<file path="config.mk">
export PLATFORM = sky130hd
export DESIGN_NAME = cplx_alu_seq_flat
export DESIGN_NICKNAME = d
export VERILOG_FILES = /design/src/rtl/cplx_pkg.sv /design/src/rtl/cplx_alu_seq_if.sv /design/src/rtl/cplx_mul.sv /design/src/rtl/cplx_alu_seq.sv /design/src/flat_wrapper.sv
export SDC_FILE = /design/constraint.sdc
export NUM_CORES = 2
export LEC_CHECK = 0
export CAP_MARGIN = 20
export CORE_MARGIN = 2
export CORE_UTILIZATION = 35
export DETAILED_ROUTE_END_ITERATION = 12
export DONT_BUFFER_PORTS = 1
export GPL_TIMING_DRIVEN = 0
export SETUP_SLACK_MARGIN = 0.4
export SYNTH_ARGS = -nofsm -noshare
export SYNTH_HDL_FRONTEND = slang
export SYNTH_HIERARCHICAL = 1
export SYNTH_SLANG_ARGS = --single-unit
</file>
<file path="constraint.sdc">
create_clock -name clock -period 14.68 [get_ports clock]
set_input_delay 1.468 -clock clock [delete_from_list [all_inputs] [get_ports clock]]
set_output_delay 1.468 -clock clock [all_outputs]
set_load 0.005 [all_outputs]
</file>
<file path="src/rtl/cplx_pkg.sv">
// Shared definitions for the complex-arithmetic engine.
// Contents:
//   - widths of a complex component and of the packed {re, im} word
//   - command op codes
//   - sequencer FSM state enum
//   - constant-table index names used by the register bank
//   - re/im slice and pack helpers
package cplx_pkg;

  localparam int DW   = 32;        // component width
  localparam int WW   = 2 * DW;    // packed complex word {re, im}
  localparam int OPW  = 3;
  localparam int SELW = 4;

  localparam logic [OPW-1:0] OP_ADD  = 3'b000;
  localparam logic [OPW-1:0] OP_SUB  = 3'b001;
  localparam logic [OPW-1:0] OP_MUL  = 3'b010;
  localparam logic [OPW-1:0] OP_CONJ = 3'b011;
  localparam logic [OPW-1:0] OP_NEG  = 3'b100;
  localparam logic [OPW-1:0] OP_MOV  = 3'b101;
  localparam logic [OPW-1:0] OP_SWAP = 3'b110;
  localparam logic [OPW-1:0] OP_RSV  = 3'b111;

  typedef enum logic [2:0] {
    ST_IDLE,
    ST_RD,
    ST_CAP,
    ST_EX1,
    ST_EX2,
    ST_WB
  } state_t;

  localparam logic [SELW-1:0] C_ZERO    = 4'd0;
  localparam logic [SELW-1:0] C_ONE     = 4'd1;
  localparam logic [SELW-1:0] C_J       = 4'd2;
  localparam logic [SELW-1:0] C_ONE_J   = 4'd3;
  localparam logic [SELW-1:0] C_MONE    = 4'd4;
  localparam logic [SELW-1:0] C_MJ      = 4'd5;
  localparam logic [SELW-1:0] C_MONE_MJ = 4'd6;
  localparam logic [SELW-1:0] C_MONE_J  = 4'd7;
  localparam logic [SELW-1:0] C_ONE_MJ  = 4'd8;

  function automatic logic [DW-1:0] re_of(input logic [WW-1:0] w);
    return w[WW-1:DW];
  endfunction

  function automatic logic [DW-1:0] im_of(input logic [WW-1:0] w);
    return w[DW-1:0];
  endfunction

  function automatic logic [WW-1:0] cpack(input logic [DW-1:0] re, input logic [DW-1:0] im);
    return {re, im};
  endfunction

endpackage

</file>
<file path="src/rtl/cplx_alu_seq_if.sv">
// Command bus between the instruction sequencer (master) and the
// complex-arithmetic engine (slave).
//   cmd_valid / cmd_ready : handshake, accepted when both are high
//   cmd_op                : operation code
//   cmd_srcA / cmd_srcB   : operand register or constant index
//   cmd_cnstA / cmd_cnstB : operand comes from the constant table
//   cmd_dst               : destination register
interface cplx_alu_seq_if;
  import cplx_pkg::*;

  logic            cmd_valid;
  logic            cmd_ready;
  logic [OPW-1:0]  cmd_op;
  logic [SELW-1:0] cmd_srcA;
  logic [SELW-1:0] cmd_srcB;
  logic            cmd_cnstA;
  logic            cmd_cnstB;
  logic [SELW-1:0] cmd_dst;

  modport master (
    output cmd_valid, cmd_op, cmd_srcA, cmd_srcB, cmd_cnstA, cmd_cnstB, cmd_dst,
    input  cmd_ready
  );

  modport slave (
    input  cmd_valid, cmd_op, cmd_srcA, cmd_srcB, cmd_cnstA, cmd_cnstB, cmd_dst,
    output cmd_ready
  );

endinterface

</file>
<file path="src/rtl/cplx_mul.sv">
// Two-phase partial-product unit for complex multiply (x * y).
//   phase  in  : 0 -> acc = x_re*y_re - x_im*y_im  (real part)
//                1 -> acc = x_re*y_im + x_im*y_re  (imag part)
//   x_re, x_im, y_re, y_im in : signed components
//   acc    out : low DW bits of the accumulated products (wraps)
// The full signed products are 2*DW wide, but only their low DW bits can
// reach acc, and those bits are identical for signed and unsigned
// multiplication, so the products are formed at DW width directly.
module cplx_mul
  import cplx_pkg::*;
(
  input  logic          phase,
  input  logic [DW-1:0] x_re,
  input  logic [DW-1:0] x_im,
  input  logic [DW-1:0] y_re,
  input  logic [DW-1:0] y_im,
  output logic [DW-1:0] acc
);

  logic [DW-1:0] mul0_b;
  logic [DW-1:0] mul1_b;
  logic [DW-1:0] prod0;
  logic [DW-1:0] prod1;

  // Multiplier 0 always takes x_re, multiplier 1 always takes x_im;
  // the phase only steers which y component each one sees.
  assign mul0_b = phase ? y_im : y_re;
  assign mul1_b = phase ? y_re : y_im;

  assign prod0 = x_re * mul0_b;
  assign prod1 = x_im * mul1_b;

  assign acc = phase ? (prod0 + prod1) : (prod0 - prod1);

endmodule

</file>
<file path="src/rtl/cplx_alu_seq.sv">
// Sequenced complex-arithmetic engine in front of the complex register bank.
//   clock, reset (async, active-low)
//   cmd                : command bus (slave side), one command at a time
//   seloutA/B, cnstA/B : bank read selects / constant-table selects
//   enrregA/B          : bank read enables (RD state only)
//   rdA, rdB           : registered bank read data
//   regwen, selwreg, endwreg, wdata : bank write port (WB state only)
//   done, err          : one-cycle completion pulse; err marks the reserved op
// Sequence: IDLE -> RD -> CAP -> EX1 [-> EX2 for MUL] -> WB -> IDLE.
module cplx_alu_seq
  import cplx_pkg::*;
(
  input  logic             clock,
  input  logic             reset,
  cplx_alu_seq_if.slave    cmd,
  output logic [SELW-1:0]  seloutA,
  output logic [SELW-1:0]  seloutB,
  output logic             cnstA,
  output logic             cnstB,
  output logic             enrregA,
  output logic             enrregB,
  input  logic [WW-1:0]    rdA,
  input  logic [WW-1:0]    rdB,
  output logic             regwen,
  output logic [SELW-1:0]  selwreg,
  output logic [1:0]       endwreg,
  output logic [WW-1:0]    wdata,
  output logic             done,
  output logic             err
);

  state_t          state_reg, state_next;
  logic [OPW-1:0]  op_reg;
  logic [SELW-1:0] src_a_reg, src_b_reg, dst_reg;
  logic            cnst_a_reg, cnst_b_reg;
  logic [WW-1:0]   op_a_reg, op_b_reg, result_reg;
  logic [WW-1:0]   alu_res;
  logic [DW-1:0]   mul_acc;
  logic            ready;
  logic            is_mul;

  assign is_mul        = (op_reg == OP_MUL);
  assign endwreg       = 2'b00;
  assign cmd.cmd_ready = ready;

  cplx_mul u_mul (
    .phase (state_reg == ST_EX2),
    .x_re  (re_of(op_a_reg)),
    .x_im  (im_of(op_a_reg)),
    .y_re  (re_of(op_b_reg)),
    .y_im  (im_of(op_b_reg)),
    .acc   (mul_acc)
  );

  // Single-cycle ops; MUL and the reserved op are handled elsewhere.
  always_comb begin
    alu_res = '0;
    case (op_reg)
      OP_ADD:  alu_res = cpack(re_of(op_a_reg) + re_of(op_b_reg), im_of(op_a_reg) + im_of(op_b_reg));
      OP_SUB:  alu_res = cpack(re_of(op_a_reg) - re_of(op_b_reg), im_of(op_a_reg) - im_of(op_b_reg));
      OP_CONJ: alu_res = cpack(re_of(op_a_reg), -im_of(op_a_reg));
      OP_NEG:  alu_res = cpack(-re_of(op_a_reg), -im_of(op_a_reg));
      OP_MOV:  alu_res = op_a_reg;
      OP_SWAP: alu_res = cpack(im_of(op_a_reg), re_of(op_a_reg));
      default: alu_res = '0;
    endcase
  end

  always_ff @(posedge clock or negedge reset) begin
    if (!reset) begin
      state_reg <= ST_IDLE;
    end else begin
      state_reg <= state_next;
    end
  end

  always_comb begin
    state_next = state_reg;
    ready      = 1'b0;
    enrregA    = 1'b0;
    enrregB    = 1'b0;
    seloutA    = '0;
    seloutB    = '0;
    cnstA      = 1'b0;
    cnstB      = 1'b0;
    regwen     = 1'b0;
    selwreg    = '0;
    wdata      = '0;
    done       = 1'b0;
    err        = 1'b0;
    case (state_reg)
      ST_IDLE: begin
        ready = 1'b1;
        if (cmd.cmd_valid) state_next = ST_RD;
      end
      ST_RD: begin
        enrregA    = 1'b1;
        enrregB    = 1'b1;
        seloutA    = src_a_reg;
        seloutB    = src_b_reg;
        cnstA      = cnst_a_reg;
        cnstB      = cnst_b_reg;
        state_next = ST_CAP;
      end
      ST_CAP: state_next = ST_EX1;
      ST_EX1: state_next = is_mul ? ST_EX2 : ST_WB;
      ST_EX2: state_next = ST_WB;
      ST_WB: begin
        done = 1'b1;
        if (op_reg == OP_RSV) begin
          err = 1'b1;
        end else begin
          regwen  = 1'b1;
          selwreg = dst_reg;
          wdata   = result_reg;
        end
        state_next = ST_IDLE;
      end
      default: state_next = ST_IDLE;
    endcase
  end

  always_ff @(posedge clock or negedge reset) begin
    if (!reset) begin
      op_reg     <= '0;
      src_a_reg  <= '0;
      src_b_reg  <= '0;
      cnst_a_reg <= 1'b0;
      cnst_b_reg <= 1'b0;
      dst_reg    <= '0;
      op_a_reg   <= '0;
      op_b_reg   <= '0;
      result_reg <= '0;
    end else begin
      case (state_reg)
        ST_IDLE: begin
          if (cmd.cmd_valid) begin
            op_reg     <= cmd.cmd_op;
            src_a_reg  <= cmd.cmd_srcA;
            src_b_reg  <= cmd.cmd_srcB;
            cnst_a_reg <= cmd.cmd_cnstA;
            cnst_b_reg <= cmd.cmd_cnstB;
            dst_reg    <= cmd.cmd_dst;
          end
        end
        ST_CAP: begin
          op_a_reg <= rdA;
          op_b_reg <= rdB;
        end
        ST_EX1: begin
          // MUL: real part now, imaginary part follows in EX2.
          if (is_mul) result_reg[WW-1:DW] <= mul_acc;
          else        result_reg          <= alu_res;
        end
        ST_EX2: result_reg[DW-1:0] <= mul_acc;
        default: ;
      endcase
    end
  end

endmodule

</file>
<file path="src/flat_wrapper.sv">
// flat-port wrapper written by rule: the top's interface ports become plain ports
module cplx_alu_seq_flat import cplx_pkg::*;
  (clock, reset, seloutA, seloutB, cnstA, cnstB, enrregA, enrregB, rdA, rdB, regwen, selwreg, endwreg, wdata, done, err, cmd_cmd_valid, cmd_cmd_op, cmd_cmd_srcA, cmd_cmd_srcB, cmd_cmd_cnstA, cmd_cmd_cnstB, cmd_cmd_dst, cmd_cmd_ready);
  cplx_alu_seq_if cmd_i ();
  input  logic clock;
  input  logic reset;
  output logic [SELW-1:0] seloutA;
  output logic [SELW-1:0] seloutB;
  output logic cnstA;
  output logic cnstB;
  output logic enrregA;
  output logic enrregB;
  input  logic [WW-1:0] rdA;
  input  logic [WW-1:0] rdB;
  output logic regwen;
  output logic [SELW-1:0] selwreg;
  output logic [1:0] endwreg;
  output logic [WW-1:0] wdata;
  output logic done;
  output logic err;
  input wire logic [$bits(cmd_i.cmd_valid)-1:0] cmd_cmd_valid;
  input wire logic [$bits(cmd_i.cmd_op)-1:0] cmd_cmd_op;
  input wire logic [$bits(cmd_i.cmd_srcA)-1:0] cmd_cmd_srcA;
  input wire logic [$bits(cmd_i.cmd_srcB)-1:0] cmd_cmd_srcB;
  input wire logic [$bits(cmd_i.cmd_cnstA)-1:0] cmd_cmd_cnstA;
  input wire logic [$bits(cmd_i.cmd_cnstB)-1:0] cmd_cmd_cnstB;
  input wire logic [$bits(cmd_i.cmd_dst)-1:0] cmd_cmd_dst;
  output wire logic [$bits(cmd_i.cmd_ready)-1:0] cmd_cmd_ready;
  assign cmd_i.cmd_valid = cmd_cmd_valid;
  assign cmd_i.cmd_op = cmd_cmd_op;
  assign cmd_i.cmd_srcA = cmd_cmd_srcA;
  assign cmd_i.cmd_srcB = cmd_cmd_srcB;
  assign cmd_i.cmd_cnstA = cmd_cmd_cnstA;
  assign cmd_i.cmd_cnstB = cmd_cmd_cnstB;
  assign cmd_i.cmd_dst = cmd_cmd_dst;
  assign cmd_cmd_ready = cmd_i.cmd_ready;
  cplx_alu_seq u_core (.clock(clock), .reset(reset), .cmd(cmd_i), .seloutA(seloutA), .seloutB(seloutB), .cnstA(cnstA), .cnstB(cnstB), .enrregA(enrregA), .enrregB(enrregB), .rdA(rdA), .rdB(rdB), .regwen(regwen), .selwreg(selwreg), .endwreg(endwreg), .wdata(wdata), .done(done), .err(err));
endmodule
</file>
==> summary.md <==
| Metric | Value |
|---|---|
| Worst skew pair latency | `580 ps` |
| Antenna violations before repair | `30` |
| Clk sinks | `212` |
| Final Non-Filler Cells | `7901` |
| Filler cell count in the final layout | `roughly 15000` |
| Hold Crit Class | `register to register` |
| WP data arrival | `14040 ps` |
| GR Util All Layers | `28.8%` |
| GPL Wtd Cong | `about 1.1` |
| TritonCTS buffer count | `24` |
| EDFF count, synth | `0` |
| Asr flop ratio synth | `100%` |
| Placement Setup Slack | `-35.9 ps` |
| Worst Setup Path Type | `register to register` |
| Vias in the first global route | `44185` |
| Drt wl/cell | `27.3 um` |
| Worst Tran Pin Value | `~1200 ps` |
| R2r worst-path depth | `44` |
| Final worst slack | `1080 ps` |
| I/O pin total | `around 230` |
| Reg-to-Reg End | `u_core/result_reg[31]` |
| # rows | `139` |
| Seq cells post-synth | `212` |
| GRT Residual Overflow | `0` |
| Tcrit/Tclk final | `92.6%` |
| First-pass GRT wire length | `a little over 300000 um` |
| Initial core utilization | `35.3%` |
| CP Launch Type | `register` |
| Share of cells above drive strength 1 | `around 4.8%` |
| Via count | `roughly 44000` |
| Worst reg2reg startpoint | `u_core/state_reg[2]` |
| Cell taking the most area after synthesis | `fa_1` |
| Post-synthesis sequential area ratio | `10.4%` |
| Yosys top cell area share | `about a third` |
| Status | `completed` |
| H-tree levels | `1` |
| Die area | `~150000 um^2` |
| Layout area overhead | `6.78%` |
| Core Util, Final | `a little under two fifths` |
| CTS Hold Bufs | `0` |
| Worst Path Buf+Inv | `11` |
| Core Area | `144000 um^2` |
| Nets | `~7300` |
| Post-layout minimum cycle time | `13600 ps` |
| Most used cell along the critical path | `fa_1` |
| Clk pin slew, worst setup/hold paths | `80 ps` |
| Worst path max stage delay | `approximately 640 ps` |
| RSZ-0062 raised after global routing | `no` |
| Cells after Synth | `5931` |
| Cell with the most instances after synthesis | `inv_1` |
| Mean post-synth cell area | `8.56 um^2` |
| Port bufs | `0` |
| R2r setup slk | `1080 ps` |
| Worst path required time | `15120 ps` |
| Hold path depth | `1` |
| HPWL after DPL | `176000 um` |
| Hold path start | `u_core/src_a_reg[3]` |
| Placed Cells | `7837` |
| Max Fanout on Critical Path | `10` |
| Clock skew | `34.6 ps` |
| Final wirelength | `between 200000 and 250000 um` |
| Drc violations | `0` |
| Hold Path Sink | `u_core/src_a_reg[3]` |
| Post-route ant nets | `0` |
| Top cells by instance count after synthesis | `inv_1, nand2_1, fa_1` |
| FF/Latch Area | `approximately 5300 um^2` |
| Chip height | `385 um` |
| Top FF cell, synth | `dfrtp_1` |
| Max Cap Violations | `0` |
| Pin count of the biggest net entering global routing | `around 210` |
| Final number of hold-violating endpoints | `0` |
| Crit end category | `register` |
| Multi-input gate area | `40500 um^2` |
| Slew margin rel. | `between 10% and 20%` |
| Clock buffer depth | `3` |
| Vias per std cell | `5.63` |
| Final Max Slew Viols | `0` |
| TNS Setup | `0 ps` |
| Clock Tree Root | `clkbuf_16` |
| Synth top area cells | `fa_1, dfrtp_1, ha_1` |
| Slowest CP cell | `clkbuf_1` |
| Die W | `385 um` |
| Worst path top cell family by delay | `adder cells` |
| Initial DRC Count | `4808` |
| Area of the mapped netlist | `50800 um^2` |
| Unique cell type count in the Yosys netlist | `88` |
| CTS tree | `yes` |
| Final Setup Violations | `0` |
| Initial DRT Pass Iterations | `7` |
| Fmax | `73.5 MHz` |
| Syn. warnings | `6` |
## per-layer routing
layer	part of all wire (%)	GRT usage (%)
met1	39	37.1
met2	43	43.4
met3	10	5.58
met4	8.5	20.2
met5	0.025	0
## cells by family after synthesis
group | Yosys count | share of synthesized area (%)
AND/OR/NAND/NOR | 1885 | 17.9
buffers and inverters | 1311 | 9.86
adder cells (fa/ha/maj) | 1163 | 40.8
AO/OA/AOI/OAI | 804 | 10.3
XOR/XNOR | 357 | 6.30
flip-flops | 212 | 10.4
multiplexers | 198 | 4.48
other | 1 | 0.00738
## metrics by stage
stage / area (um^2) / hold slack, ps
4_1_cts: 54100 / 502
5_1_grt: 54200 / 514
3_5_place_dp: 53200 / 485
2_1_floorplan: 50800 / 456
3_3_place_gp: 53200 / 475
6_report: 54200 / 501
## worst max-delay path by stage
stage / startpoint / end / slack (ps) / cells after the start
after floorplan: u_core/state_reg[2] / u_core/result_reg[31] / 2970 / 47
after global placement: u_core/state_reg[2] / u_core/result_reg[31] / 120 / 48
after detailed placement: u_core/state_reg[2] / u_core/result_reg[31] / -40 / 48
after CTS: u_core/state_reg[2] / u_core/result_reg[31] / 530 / 48
after global routing: u_core/state_reg[2] / u_core/result_reg[31] / 460 / 48
final: u_core/state_reg[2] / u_core/result_reg[31] / 1080 / 44
## final cells by class
class	instances	area share (%)
inverter	1003	6.94
antenna	16	0.0738
timing repair buffer	6	0.127
tap	1903	4.39
buffer	308	2.30
clock inverter	14	0.443
clock buffer	30	1.22
multi-input combinational	4409	74.7
sequential	212	9.78
## placed cells by master (no fill, tap or decap), types with 12 or more instances in the layout
cell,count
o21bai_1,14
xor2_1,113
xnor2_1,237
a211oi_1,17
clkbuf_1,280
nand2b_1,50
nor4_1,23
nand2_1,866
o211ai_1,16
and2_1,416
nor2_1,206
a221oi_1,43
o21ai_0,185
buf_1,16
dfrtp_1,212
diode_2,16
nand3b_1,22
nor2b_1,66
nor3_1,75
nand3_1,37
o21a_1,25
clkbuf_16,25
a22oi_1,33
nand4_1,12
and3_1,22
mux2_2,172
ha_1,344
a21o_1,68
o31ai_1,21
or3_1,35
a21oi_1,216
mux2_4,16
a222oi_1,16
a31oi_1,39
or2_2,12
inv_1,1002
fa_1,819
## worst register-to-register path: cells and delay by family, from the launching register on
family | cells | cell delay (ps)
adder cells (fa/ha/maj) | 10 | 4830
buffers and inverters | 11 | 2740
AND/OR/NAND/NOR | 9 | 2230
AO/OA/AOI/OAI | 9 | 1880
XOR/XNOR | 4 | 1250
flip-flops | 1 | 330
multiplexers | 1 | 250
## timing repair
action | in CTS | in global routing
setup buffers | 0 | 1
resized for setup | 2 | 13
gates cloned | 0 | 0
setup endpoints to repair | 5 | 8
Power is not shown: default switching activity piles up to over one toggle a cycle in this logic, so the estimate is an artifact.
